### src/rtl/led_pkg.sv
// Shared definitions for the LED fade sequencer and the downstream PWM driver:
// phase encodings, PWM resolution and saturating level arithmetic.
package led_pkg;

    localparam int unsigned PWM_RESOLUTION = 8;

    typedef logic [PWM_RESOLUTION-1:0] level_t;

    localparam level_t PWM_MAX = '1;

    typedef enum logic [1:0] {
        FADE_UP   = 2'd0,
        HOLD_HIGH = 2'd1,
        FADE_DOWN = 2'd2,
        HOLD_LOW  = 2'd3
    } phase_e;

    function automatic level_t sat_add(level_t a, level_t b);
        logic [PWM_RESOLUTION:0] sum;
        sum = {1'b0, a} + {1'b0, b};
        return sum[PWM_RESOLUTION] ? PWM_MAX : sum[PWM_RESOLUTION-1:0];
    endfunction

    function automatic level_t sat_sub(level_t a, level_t b);
        return (a <= b) ? '0 : level_t'(a - b);
    endfunction

endpackage

### src/rtl/led_fade_sequencer_if.sv
// Valid/ready update channel from the fade sequencer to the PWM stage.
interface led_fade_sequencer_if;
    import led_pkg::*;

    logic       out_valid;
    logic       out_ready;
    level_t     brightness;
    logic [7:0] led_mask;

    modport master (output out_valid, output brightness, output led_mask, input out_ready);
    modport slave  (input out_valid, input brightness, input led_mask, output out_ready);

endinterface

### src/rtl/tick_prescaler.sv
// Free-running divider producing a one-cycle tick every CLK_FREQ/STEP_HZ enabled cycles.
module tick_prescaler #(
    parameter int unsigned CLK_FREQ = 25_000_000,
    parameter int unsigned STEP_HZ  = 100
) (
    input  logic clk,
    input  logic rst_n,
    input  logic enable,
    output logic tick
);

    localparam int unsigned PERIOD = CLK_FREQ / STEP_HZ;
    localparam int unsigned CNT_W  = (PERIOD > 1) ? $clog2(PERIOD) : 1;
    localparam logic [CNT_W-1:0] LAST = CNT_W'(PERIOD - 1);

    logic [CNT_W-1:0] cnt_q, cnt_d;

    always_comb begin
        tick  = enable && (cnt_q == LAST);
        cnt_d = '0;
        if (enable && !tick) begin
            cnt_d = cnt_q + CNT_W'(1);
        end
    end

    always_ff @(posedge clk or negedge rst_n) begin
        if (!rst_n) begin
            cnt_q <= '0;
        end else begin
            cnt_q <= cnt_d;
        end
    end

endmodule

### src/rtl/led_fade_sequencer.sv
// Timed brightness fade pattern generator: ramp up, hold, ramp down, hold, invert mask,
// publishing each {brightness, led_mask} change over a valid/ready channel.
module led_fade_sequencer
    import led_pkg::*;
#(
    parameter int unsigned CLK_FREQ  = 25_000_000,
    parameter int unsigned STEP_HZ   = 100,
    parameter logic [7:0]  INIT_MASK = 8'h55
) (
    input  logic                   clk,
    input  logic                   rst_n,
    input  logic                   enable,
    input  logic [7:0]             step_size,
    input  logic [15:0]            hold_ticks,
    input  logic                   mask_load,
    input  logic [7:0]             mask_in,
    led_fade_sequencer_if.master   out_if,
    output logic [1:0]             phase
);

    logic        tick;
    phase_e      phase_q, phase_d;
    level_t      bright_q, bright_d;
    logic [7:0]  mask_q, mask_d;
    logic        valid_q, valid_d;
    logic [15:0] hold_q, hold_d;
    logic        pend_tick_q, pend_tick_d;
    logic        pend_load_q, pend_load_d;
    logic [7:0]  pend_mask_q, pend_mask_d;

    logic        free;
    logic        emit;
    logic        hold_done;
    level_t      step_eff;

    tick_prescaler #(
        .CLK_FREQ (CLK_FREQ),
        .STEP_HZ  (STEP_HZ)
    ) u_prescaler (
        .clk    (clk),
        .rst_n  (rst_n),
        .enable (enable),
        .tick   (tick)
    );

    always_ff @(posedge clk or negedge rst_n) begin
        if (!rst_n) begin
            phase_q     <= FADE_UP;
            bright_q    <= '0;
            mask_q      <= INIT_MASK;
            valid_q     <= 1'b0;
            hold_q      <= '0;
            pend_tick_q <= 1'b0;
            pend_load_q <= 1'b0;
            pend_mask_q <= '0;
        end else begin
            phase_q     <= phase_d;
            bright_q    <= bright_d;
            mask_q      <= mask_d;
            valid_q     <= valid_d;
            hold_q      <= hold_d;
            pend_tick_q <= pend_tick_d;
            pend_load_q <= pend_load_d;
            pend_mask_q <= pend_mask_d;
        end
    end

    always_comb begin
        free      = !valid_q || out_if.out_ready;
        step_eff  = (step_size == '0) ? level_t'(1) : step_size;
        hold_done = ({1'b0, hold_q} + 17'd1) >= {1'b0, hold_ticks};

        phase_d     = phase_q;
        bright_d    = bright_q;
        mask_d      = mask_q;
        valid_d     = valid_q;
        hold_d      = hold_q;
        pend_tick_d = pend_tick_q;
        pend_load_d = pend_load_q;
        pend_mask_d = pend_mask_q;
        emit        = 1'b0;

        if (free) begin
            // A load restarts the sequence, so a coincident or pending tick is discarded.
            if (mask_load || pend_load_q) begin
                mask_d      = mask_load ? mask_in : pend_mask_q;
                bright_d    = '0;
                phase_d     = FADE_UP;
                hold_d      = '0;
                pend_load_d = 1'b0;
                pend_tick_d = 1'b0;
                emit        = 1'b1;
            end else if (enable && (tick || pend_tick_q)) begin
                pend_tick_d = 1'b0;
                unique case (phase_q)
                    FADE_UP: begin
                        bright_d = sat_add(bright_q, step_eff);
                        if (bright_d == PWM_MAX) begin
                            phase_d = HOLD_HIGH;
                            hold_d  = '0;
                        end
                        emit = 1'b1;
                    end
                    HOLD_HIGH: begin
                        if (hold_done) phase_d = FADE_DOWN;
                        else           hold_d  = hold_q + 16'd1;
                    end
                    FADE_DOWN: begin
                        bright_d = sat_sub(bright_q, step_eff);
                        if (bright_d == '0) begin
                            phase_d = HOLD_LOW;
                            hold_d  = '0;
                        end
                        emit = 1'b1;
                    end
                    HOLD_LOW: begin
                        if (hold_done) begin
                            phase_d = FADE_UP;
                            mask_d  = ~mask_q;
                            emit    = 1'b1;
                        end else begin
                            hold_d = hold_q + 16'd1;
                        end
                    end
                endcase
            end
            valid_d = emit;
        end else begin
            if (mask_load) begin
                pend_load_d = 1'b1;
                pend_mask_d = mask_in;
            end
            if (tick) pend_tick_d = 1'b1;
        end
    end

    always_comb begin
        out_if.out_valid  = valid_q;
        out_if.brightness = bright_q;
        out_if.led_mask   = mask_q;
        phase             = phase_q;
    end

endmodule
### src/flat_wrapper.sv
// flat-port wrapper written by rule: the top's interface ports become plain ports
module led_fade_sequencer_flat import led_pkg::*;
#(
    parameter int unsigned CLK_FREQ  = 25_000_000,
    parameter int unsigned STEP_HZ   = 100,
    parameter logic [7:0]  INIT_MASK = 8'h55
)
  (clk, rst_n, enable, step_size, hold_ticks, mask_load, mask_in, phase, out_if_out_valid, out_if_brightness, out_if_led_mask, out_if_out_ready);
  led_fade_sequencer_if out_if_i ();
  input  logic clk;
  input  logic rst_n;
  input  logic enable;
  input  logic [7:0] step_size;
  input  logic [15:0] hold_ticks;
  input  logic mask_load;
  input  logic [7:0] mask_in;
  output logic [1:0] phase;
  output wire logic [$bits(out_if_i.out_valid)-1:0] out_if_out_valid;
  output wire logic [$bits(out_if_i.brightness)-1:0] out_if_brightness;
  output wire logic [$bits(out_if_i.led_mask)-1:0] out_if_led_mask;
  input wire logic [$bits(out_if_i.out_ready)-1:0] out_if_out_ready;
  assign out_if_out_valid = out_if_i.out_valid;
  assign out_if_brightness = out_if_i.brightness;
  assign out_if_led_mask = out_if_i.led_mask;
  assign out_if_i.out_ready = out_if_out_ready;
  led_fade_sequencer #(.CLK_FREQ(CLK_FREQ), .STEP_HZ(STEP_HZ), .INIT_MASK(INIT_MASK)) u_core (.clk(clk), .rst_n(rst_n), .enable(enable), .step_size(step_size), .hold_ticks(hold_ticks), .mask_load(mask_load), .mask_in(mask_in), .out_if(out_if_i), .phase(phase));
endmodule
### config.mk
export PLATFORM = sky130hd
export DESIGN_NAME = led_fade_sequencer_flat
export DESIGN_NICKNAME = d
export VERILOG_FILES = /design/src/rtl/led_pkg.sv /design/src/rtl/led_fade_sequencer_if.sv /design/src/rtl/tick_prescaler.sv /design/src/rtl/led_fade_sequencer.sv /design/src/flat_wrapper.sv
export SDC_FILE = /design/constraint.sdc
export NUM_CORES = 1
export LEC_CHECK = 0
export BUFFER_PORTS_ARGS = -buffer_cell sky130_fd_sc_hd__buf_2
export CORE_AREA = 3 3 93 95
export CTS_BUF_LIST = sky130_fd_sc_hd__clkbuf_4 sky130_fd_sc_hd__clkbuf_8
export CTS_CLUSTER_DIAMETER = 40
export DETAILED_ROUTE_END_ITERATION = 7
export DIE_AREA = 0 0 96 98
export GPL_TIMING_DRIVEN = 0
export PLACE_DENSITY_LB_ADDON = 0.25
export SLEW_MARGIN = 25
export SYNTH_ARGS = -nofsm -noshare
export SYNTH_HDL_FRONTEND = slang
export SYNTH_SLANG_ARGS = --single-unit
### constraint.sdc
create_clock -name clk -period 4.3 [get_ports clk]
set_clock_uncertainty 0.2 [all_clocks]
set_input_delay 0.215 -clock clk [delete_from_list [all_inputs] [get_ports clk]]
set_output_delay 0.215 -clock clk [all_outputs]
set_load 0.1 [all_outputs]
# [After elaboration in Yosys (flattened, before gate mapping)]
# Index checks and enable logic that the tools add are counted.
[op_classes] n_mul=0 n_eq_ne=12 n_addsub=5 muxes=36 div=0 shifts=0 n_bitwise=1 n_reduce_logical=25 order_cmp=2
[ops] op="16-bit 2-to-1 mux" count=5
[ops] op="8-bit 2-to-1 mux" count=10
[ops] op="16-bit one-hot mux with 3 select lines" count=1
[ops] op="18-bit by 1-bit adder with 18-bit output (second input constant)" count=1
[ops] op="18-bit equality test (second input constant)" count=1
[ops] op="18-bit 2-to-1 mux" count=1
[ops] op="16-bit by 1-bit adder with 17-bit output (second input constant)" count=1
[ops] op="17-bit by 16-bit greater-or-equal comparator with 1-bit output" count=1
[ops] op="16-bit by 1-bit adder with 16-bit output (second input constant)" count=1
[ops] op="8-bit logical NOT" count=2
[ops] op="8-bit one-hot mux with 2 select lines" count=1
[ops] op="2-bit 2-to-1 mux" count=6
[ops] op="3-bit by 1-bit != test with 1-bit output (second input constant)" count=4
[ops] op="1-bit 2-to-1 mux" count=10
[ops] op="2-bit nonzero test" count=5
[ops] op="8-bit by 8-bit adder with 9-bit output" count=1
[ops] op="8-bit equality test (second input constant)" count=1
[ops] op="8-bit less-or-equal comparator" count=1
[ops] op="8-bit inverter" count=1
[ops] op="2-bit one-hot mux with 4 select lines" count=1
[ops] op="8-bit subtractor" count=1
[ops] op="3-bit != test (second input constant)" count=2
[ops] op="6-bit AND reduction" count=1
[ops] op="5-bit AND reduction" count=1
[ops] op="other kinds (13)" count=21
[word_totals] reg_bits=63 output_inout_bits=19 mem_bits_ro=0 word_cells=90 ram_bits=0 input_bits=37 n_memories=0 latch_bits=0

# [Logic depth before layout (Yosys ltp)]
# Gate-level depths: netlist of the first run.
[logic_depth] depth_word=9 depth_mapped=16 ltp_nobuf=15

# [Hierarchy]
# Synthesis of the first run repeated with hierarchy kept, for this count alone.
[hier_totals] hier_cells=554 hier_area_um2=4778.3
[by_module_without_submodules] module="led_fade_sequencer" area_per_inst_um2=3858.7 n_inst=1 cells_each=459 seq_area_each_um2=1131.1
[by_module_without_submodules] module="tick_prescaler" area_per_inst_um2=919.6 n_inst=1 cells_each=95 seq_area_each_um2=450.4

# [Worst setup path before layout of the first run]
# Ideal clock, no wire load.
[synth_timing] path_type="register to register" startpoint="register u_core.hold_q[2]" endpoint="register u_core.mask_q[1] (netlist: u_core.out_if.led_mask[1])" arrival_time_ns=3.433 setup_ns=0.121 stages_incl_launch_ff=15 slack_ns=0.546 path_buffers=0 t_required_ns=3.979 cell_sequence="dfrtp_1 -> and3_1 -> and3_1 -> and3_1 -> nand3_1 -> nor2_1 -> xnor2_1 -> ha_1 -> nand3_1 -> or4_1 -> o21ai_0 -> nor2_2 -> nor3b_2 -> a21oi_1 -> o22a_1"
[synth_via] elab_chain_len=4
[synth_lines] element="start, declared" line_no="led_fade_sequencer.sv:26" text="logic [15:0] hold_q, hold_d;"
[synth_lines] element="start signal, assigned" line_no="led_fade_sequencer.sv:61" text="hold_q <= hold_d;"
[synth_lines] element="16-bit by 1-bit adder with 17-bit output" line_no="led_fade_sequencer.sv:71" text="hold_done = ({1'b0, hold_q} + 17'd1) >= {1'b0, hold_ticks};"
[synth_lines] element="17-bit by 16-bit greater-or-equal comparator with 1-bit output" line_no="led_fade_sequencer.sv:71"
[synth_lines] element="2-bit nonzero test (no source line)"
[synth_lines] element="4-bit AND reduction (no source line)"
[synth_lines] element="end signal, assigned" line_no="led_fade_sequencer.sv:59" text="mask_q <= mask_d;"
[synth_lines] element="end, declared" line_no="led_fade_sequencer.sv:24" text="logic [7:0] mask_q, mask_d;"
# No other way between the ends.
# A chain may end at the register's enable or synchronous reset.

# [Worst setup path in the final report of the first run]
[layout_timing] startpoint="register u_core.hold_q[2]" endpoint="register u_core.hold_q[0]"
[layout_via] elab_chain_len=4
[layout_lines] element="16-bit by 1-bit adder with 17-bit output" line_no="led_fade_sequencer.sv:71"
[layout_lines] element="17-bit by 16-bit greater-or-equal comparator with 1-bit output" line_no="led_fade_sequencer.sv:71"
[layout_lines] element="3-bit != test (no source line)"
[layout_lines] element="5-bit AND reduction (no source line)"
# No other way between the ends.

==> results.ini, run 1 <==
[route]
drt-met1-wl_um = 4920
highest_layer = met4
first_pass_iters = 4
via_per_inst = 5.95
drt-wirelength-per-cell_um = 15.4
wl_met3_um = 550
wl_um = 11100
drt_iter0_drc = 221
drc = 0
vias = 4283
ant_nets = 0
met2_wirelength_um = 5420

[synth]
synth.avg_cell_area_um2 = 8.90
syn_nets = 613
synthDistinctLibCells = 69
async_flop_share_pct = 100
synth_edf_count = 0
synth_ff_type = dfrtp_1
synth_cells = 534
ys_seq_area_share_pct = 33.3
syn_area_um2 = 4750
synth_seq_cells = 63
ys_warn_count = 0

[clock_network]
cts_tree = yes
cts_sinks = 63
clk_pin_slew_worst_paths_ns = 0.07
root_buffer = clkbuf_8
cts_max_level = 3
cts_buffers = 9
clk_path_buf_depth = 2
clock_latency_ns = 0.35

[timing]
whs_ns = 0.267
setup_tns_ns = 0
rsz0062_at_grt = false
fin_crit_sh_pct = 93.9
period_needed_ns = 4.04
hold_violations = 0
slew_violations = 0
clock.fmax_ghz = 0.248
setup_viol = 0
tightestPinTransition_ns = 0.778
max_slew_margin_pct = 48.2

[placement]
dp.cells = 691
portBuffers = 55
placed_cell_area_um2 = 5160
globalplace.congestion = 0.897
dpl.hpwl_um = 8320

[floorplanning]
die_w_um = 96
die_area_um2 = 9410
core_region_area_um2 = 7810
die_y_um = 98
start_util_pct = 60.9
ios = 56
core.rowCount = 32

[finish]
n_antenna_cell = 0
final_nets = 692
area_growth_syn_to_layout_pct = 15.6
most-common-layout-cells = 60 x buf_2, 59 x dfrtp_1, 44 x inv_1
finalInstanceArea_um2 = 5490
fill_cells = 607
drive_gt1_share_pct = 18.4
final_common_cell = buf_2
instances_no_fill = 720

[power]
p_int_mw = 1.43
p_sw_share_pct = 50.3
peakVddDrop_uv = 366
power.density_nw_per_um2 = 523
p_sw_mw = 1.45
leakagePower_nw = 2.56
p_seq_share_pct = 26.9
p_clk_share_pct = 16.4
power_frac_comb_pct = 56.7
total_power_mw = 2.87

[critical_path]
cp-end-kind = flip-flop
worstRegToRegCells = 13
startpoint_type = flip-flop
cp_slowest_cell = or4_1
critPathKind = reg2reg
crit_chain = and3_1 > and3_1 > and3_1 > nand3_1 > nor2_1 > xnor2_1 > ha_1 > nand3_1 > or4_1 > o21ai_2 > nor2_4 > o21bai_4 > mux2_4
cp.arrival_ns = 4.07
r2r_setup_slack_ns = 0.26
slowest_delay_ns = 0.56
critPathRequiredTime_ns = 4.34
r2r_start = u_core.hold_q[2]
crit_fanout = 10
reg2reg_to = u_core.hold_q[0]
crit_top_cell = and3_1

[grt]
grt_pass1_vias = 4201
antenna_found_initial = 0
grt_max_degree = 64
overflow = 0
grt_pass1_wl_um = 18900
grt_usage_pct = 24.9

[worst_hold_path]
min_to = u_core.u_prescaler.cnt_q[0]
whs_path_depth = 1
hp-start = u_core.u_prescaler.cnt_q[0]
min_path_type = reg2reg

[run_status]
outcome = finished, final reports clean

[flow_run]
cap_viol_max_count = 0

## logic make-up (layout without fill, tap and decap cells)
logic type,Yosys count,count (layout),synth area share (%)
adders and majority gates,42,42,11.4
muxes,11,11,2.66
DFF,63,63,33.3
and+or+nand+nor,180,180,19.6
AOI/OAI and AO/OA,144,144,21.9
xor gates and xnor gates,31,31,5.71
buffers and inverters,63,147,5.45
## critical path, delay by kind of cell (launching register included)
| kind | cells | cell delay (ns) |
|---|---|---|
| XOR/XNOR | 1 | 0.11 |
| AND/OR/NAND/NOR | 8 | 1.95 |
| multiplexers | 1 | 0.33 |
| flip-flops | 1 | 0.47 |
| AO/OA/AOI/OAI | 2 | 0.57 |
| adder cells (fa/ha/maj) | 1 | 0.30 |
## power groups by stage
stage	clock, mW	combinational, mW	sequential, mW
2_1_floorplan	0	0.841	1.20
3_3_place_gp	0	1.57	0.777
3_5_place_dp	0	1.59	0.784
4_1_cts	0.482	1.61	0.773
5_1_grt	0.508	1.78	0.790
6_report	0.472	1.63	0.774
## stage by stage
stage / setup WS [ns] / util, %
5_1_grt: 0.000162 / 70.4
6_report: 0.263 / 70.4
3_3_place_gp: -0.0222 / 66.1
3_5_place_dp: -0.166 / 66.1
2_1_floorplan: 0.546 / -
4_1_cts: 0.0600 / 69.9
## sequential cells by signal, indices dropped and copies added, names as in the netlist
register                  flops
u_core.phase                  2
u_core.out_if.out_valid       1
u_core.out_if.led_mask        8
u_core.u_prescaler.cnt_q     18
u_core.hold_q                16
u_core.out_if.brightness      8
u_core.pend_mask_q            8
u_core.pend_tick_q            1
u_core.pend_load_q            1
## area by class of cell
class,count,area [um^2],area share (%)
plain buffers,18,91.3,1.66
clock buffers,13,166,3.03
clock inverters,3,17.5,0.319
inverters,45,169,3.07
multi-input cells,408,2940,53.5
flip-flops and latches,63,1580,28.8
well taps,102,128,2.32
repair buffers,68,403,7.33
## what timing repair did
action	CTS	global route
setup endpoints to repair	10	20
pin swaps	0	2
cloned	0	0
hold buffers	11	0
gates resized for setup	2	7
hold endpoints to repair	70	0
buffers inserted	0	2
## worst max path at each step
stage	from	end	slack, ns
3_5_place_dp	u_core.hold_q[0]	u_core.out_if.led_mask[1]	-0.17
5_1_grt	u_core.hold_q[2]	u_core.hold_q[6]	0.0002
2_1_floorplan	u_core.hold_q[2]	u_core.out_if.led_mask[1]	0.55
3_3_place_gp	u_core.hold_q[2]	u_core.out_if.led_mask[1]	-0.02
6_report	u_core.hold_q[2]	u_core.hold_q[0]	0.26
4_1_cts	u_core.hold_q[0]	u_core.hold_q[6]	0.06
## per-layer routing
metal	vias up	global-route usage [%]
met1	2070	33.9
li1	2103	-
met2	92	40.3
met4	0	8.21
met3	18	4.08
met5	-	0
## synth_stat cells, types with 4 or more instances
cell type	count	area share (%)
a21oi_1	32	3.4
dfstp_2	4	2.2
or3_1	7	0.92
a21o_1	7	1.1
nor3_1	11	1.2
xor2_1	12	2.2
clkbuf_1	9	0.71
ha_1	40	11
nand4_1	9	1.2
and3_1	10	1.3
nor2_1	42	3.3
a32o_1	9	1.9
o22a_1	9	1.7
o22ai_1	11	1.4
mux2_2	9	2.1
buf_2	6	0.63
o31ai_1	6	0.95
dfrtp_1	59	31
nand2b_1	12	1.6
xnor2_1	19	3.5
o21ai_0	28	2.9
inv_1	44	3.5
nor2b_1	8	1.1
nand2_1	31	2.4
o211ai_1	5	0.79
nand3_1	28	2.9
No activity file was read; power rests on OpenSTA's default activity.
==> inputs of run 2 (changes only) <==
--- a/config.mk
+++ b/config.mk
@@ -6,14 +6,15 @@
 export NUM_CORES = 1
 export LEC_CHECK = 0
 export BUFFER_PORTS_ARGS = -buffer_cell sky130_fd_sc_hd__buf_2
-export CORE_AREA = 3 3 93 95
+export CORE_AREA = 3 3 98 100
 export CTS_BUF_LIST = sky130_fd_sc_hd__clkbuf_4 sky130_fd_sc_hd__clkbuf_8
 export CTS_CLUSTER_DIAMETER = 40
 export DETAILED_ROUTE_END_ITERATION = 7
-export DIE_AREA = 0 0 96 98
+export DIE_AREA = 0 0 101 103
 export GPL_TIMING_DRIVEN = 0
 export PLACE_DENSITY_LB_ADDON = 0.25
 export SLEW_MARGIN = 25
 export SYNTH_ARGS = -nofsm -noshare
 export SYNTH_HDL_FRONTEND = slang
+export SYNTH_HIERARCHICAL = 1
 export SYNTH_SLANG_ARGS = --single-unit
==> constraint.sdc (replaced) <==
create_clock -name clk -period 3.59 [get_ports clk]
set_clock_uncertainty 0.2 [all_clocks]
set_input_delay 0.1795 -clock clk [delete_from_list [all_inputs] [get_ports clk]]
set_output_delay 0.1795 -clock clk [all_outputs]
set_load 0.1 [all_outputs]
==> results.ini, run 2 <==
[critical_path]
critPathKind = reg2reg
slowest_delay_ns = 0.53  ; -0.03 ns
cp.arrival_ns = 4.03  ; -0.04 ns
cp_slowest_cell = or4_1
crit_chain = inv_2 > nor3_4 > nand3_2 > nor3_4 > nand2_2 > nor3_2 > xnor2_1 > inv_1 > ha_4 > a21oi_2 > o21ai_2 > a2111oi_4 > a211oi_2 > or4_1 > or3_4 > or3_1 > o221ai_1
crit_fanout = 4  ; -6
critPathRequiredTime_ns = 3.64  ; -0.70 ns
crit_top_cell = nor3_4
cp-end-kind = flip-flop
startpoint_type = flip-flop

[clock_network]
cts_buffers = 9  ; unchanged
cts_sinks = 63  ; unchanged
root_buffer = clkbuf_8
clk_pin_slew_worst_paths_ns = 0.07  ; about the same
cts_tree = yes
clock_latency_ns = 0.33  ; -0.02 ns
cts_max_level = 3  ; unchanged
clk_path_buf_depth = 2  ; unchanged

[grt]
overflow = 0  ; unchanged
antenna_found_initial = 0  ; unchanged
grt_max_degree = 34  ; -47%
grt_pass1_vias = 4335  ; +3.2%
grt_usage_pct = 23.5  ; -1.5 points
grt_pass1_wl_um = 19700  ; +3.9%

[timing]
fin_crit_sh_pct = 111  ; +17 points
hold_violations = 0  ; unchanged
worst_slack_ns = -0.394  ; -0.657 ns
period_needed_ns = 3.98  ; -0.0534 ns
rsz0062_at_grt = true
whs_ns = 0.0515  ; -0.215 ns
tightestPinTransition_ns = 0.936  ; +0.159 ns
max_slew_margin_pct = 36.9  ; -11 points
setup_viol = 27  ; +27
clock.fmax_ghz = 0.251  ; +1.3%
slew_violations = 0  ; unchanged

[placement]
portBuffers = 55  ; unchanged
pre_cts_ws_ns = -0.708  ; -0.543 ns
dp.cells = 718  ; +3.9%
dpl.hpwl_um = 8520  ; +2.3%
globalplace.congestion = 0.888  ; -1.0%

[route]
drt-wirelength-per-cell_um = 15.6  ; +0.92%
wl_um = 11900  ; +7.5%
first_pass_iters = 5  ; +1
via_per_inst = 5.70  ; -4.2%
ant_nets = 0  ; unchanged
drt_iter0_drc = 265  ; +20%
vias = 4373  ; +2.1%
drc = 0  ; unchanged

[finish]
final_common_cell = inv_1
top_regs = u_core/u_prescaler/cnt_q: 18 flops, u_core/hold_q: 16 flops
instances_no_fill = 767  ; +6.5%
n_antenna_cell = 0  ; unchanged
area_growth_syn_to_layout_pct = 24.6
largest_register_ffs = 18  ; unchanged
final_nets = 731  ; +5.6%
drive_gt1_share_pct = 26.3  ; +7.8 points
most-common-layout-cells = 68 x inv_1, 56 x buf_2, 55 x dfrtp_1
regMostFlops = u_core/u_prescaler/cnt_q
final_core_util_pct = 68.0  ; -2.4 points

[synth]
synthDistinctLibCells = 72  ; +4.3%
synth_edf_count = 0  ; unchanged
synth.avg_cell_area_um2 = 8.63  ; -3.1%
synth_cells = 554  ; +3.7%
async_flop_share_pct = 100  ; unchanged
ys_seq_area_share_pct = 33.1  ; -0.17 points
yosysTopAreaCell = dfrtp_1
netlist.area_leader.share_pct = 30.9  ; -0.15 points
synth_ff_type = dfrtp_1
synth_seq_cells = 63  ; unchanged
syn_area_um2 = 4780  ; +0.50%
synth.area.top_cells = dfrtp_1 31%, ha_1 10%, inv_1 5.5%
synth_top_cells_by_count = 70 x inv_1, 59 x dfrtp_1, 49 x nand2_1
ys_warn_count = 6  ; +6
post-synth-top-count-cell = inv_1
syn_nets = 631  ; +2.9%

[floorplanning]
core_region_area_um2 = 8760  ; +12%
ios = 56  ; unchanged
die_area_um2 = 10400  ; +11%
die_y_um = 103  ; +5.1%
start_util_pct = 54.5  ; -6.4 points
core.rowCount = 34  ; +6.3%
die_w_um = 101  ; +5.2%

[power]
power.density_nw_per_um2 = 551  ; +5.4%
peakVddDrop_uv = 386  ; +5.5%
leakagePower_nw = 2.71  ; +5.8%

[run_status]
violations = setup timing
outcome = finished, violations left

[worst_hold_path]
min_path_type = in2reg

[flow_run]
cap_viol_max_count = 0  ; unchanged

-- run 2: changes by cell type after synthesis, sizes merged, moves of 8 or more --
cell   delta
xor2      -9
nand3    -16
xnor2    +10
o22a      -9
inv      +26
a21oi    -15
and3      -8
nand2    +18
o21ai    +19
-- run 2: per-layer routing --
layer | vias to the layer above | wire length, um | GRT usage (%) | part of all wire, %
li1 | 2137 | - | - | -
met1 | 2109 | 5280 | 30.2 | 44
met2 | 109 | 5960 | 40.5 | 50
met3 | 18 | 520 | 3.25 | 4.4
met4 | 0 | 175 | 8.59 | 1.5
met5 | - | 0 | 0 | 0
-- run 2: path summary, 6_finish.rpt --
path | start | endpoint | slack (ns) | cells after the start
min reg2reg | u_core/u_prescaler/cnt_q[0] | u_core/u_prescaler/cnt_q[0] | 0.29 | 1
max reg2reg | u_core/hold_q[4] | u_core/hold_q[5] | -0.39 | 17
max in group asynchronous | rst_n | u_core/hold_q[0] | 2.54 | 3
max | u_core/hold_q[4] | u_core/hold_q[5] | -0.39 | 17
min | mask_load | u_core/pend_load_q | 0.05 | 3
min in group asynchronous | rst_n | u_core/u_prescaler/cnt_q[11] | 0.12 | 2
-- run 2: cell type report --
class	count	area (um^2)
multi-input cells	402	3050
fillers	715	2810
flip-flops and latches	63	1590
repair buffers	90	603
inverters	71	267
clock buffers	12	165
well taps	108	135
plain buffers	17	119
clock inverters	4	28.8
-- run 2: repair_timing --
action,CTS,global route
resized for setup,30,26
setup buffers,17,5
endpoints found under the setup margin,27,35
hold buffers,11,0
gates cloned,1,0
endpoints found under the hold margin,87,0
pin swaps,11,8
-- run 2: through the flow --
| stage | TNS, ns | area [um^2] | power (mW) |
|---|---|---|---|
| after global placement | -14.25 | 5250 | 2.60 |
| final | -6.38 | 5960 | 3.28 |
| after global routing | -12.94 | 5960 | 3.47 |
| after floorplan | -0.983 | 4840 | 2.28 |
| after detailed placement | -14.55 | 5280 | 2.63 |
| after CTS | -4.80 | 5830 | 3.26 |
-- run 2: worst max-delay path: cells and delay by family, from the launching register on --
kind / cells / cell delay [ns]
AO/OA/AOI/OAI: 5 / 0.68
buffers and inverters: 2 / 0.19
flip-flops: 1 / 0.41
adder cells (fa/ha/maj): 1 / 0.17
XOR/XNOR: 1 / 0.16
AND/OR/NAND/NOR: 8 / 2.11
-- run 2: power breakdown --
part	switching (mW)	internal, mW	leakage (nW)
Sequential	0.0875	0.810	0.823
Clock	0.279	0.307	0.0946
Combinational	1.24	0.556	1.79
Total	1.61	1.67	2.71
-- run 2: cells by family after synthesis --
kind of cell / after synthesis / share of synthesized area, %
AND/OR/NAND/NOR: 195 / 21.3
adder cells (fa/ha/maj): 40 / 10.8
multiplexers: 16 / 3.56
flip-flops: 63 / 33.1
buffers and inverters: 89 / 7.72
AO/OA/AOI/OAI: 119 / 17.7
XOR/XNOR: 32 / 5.87
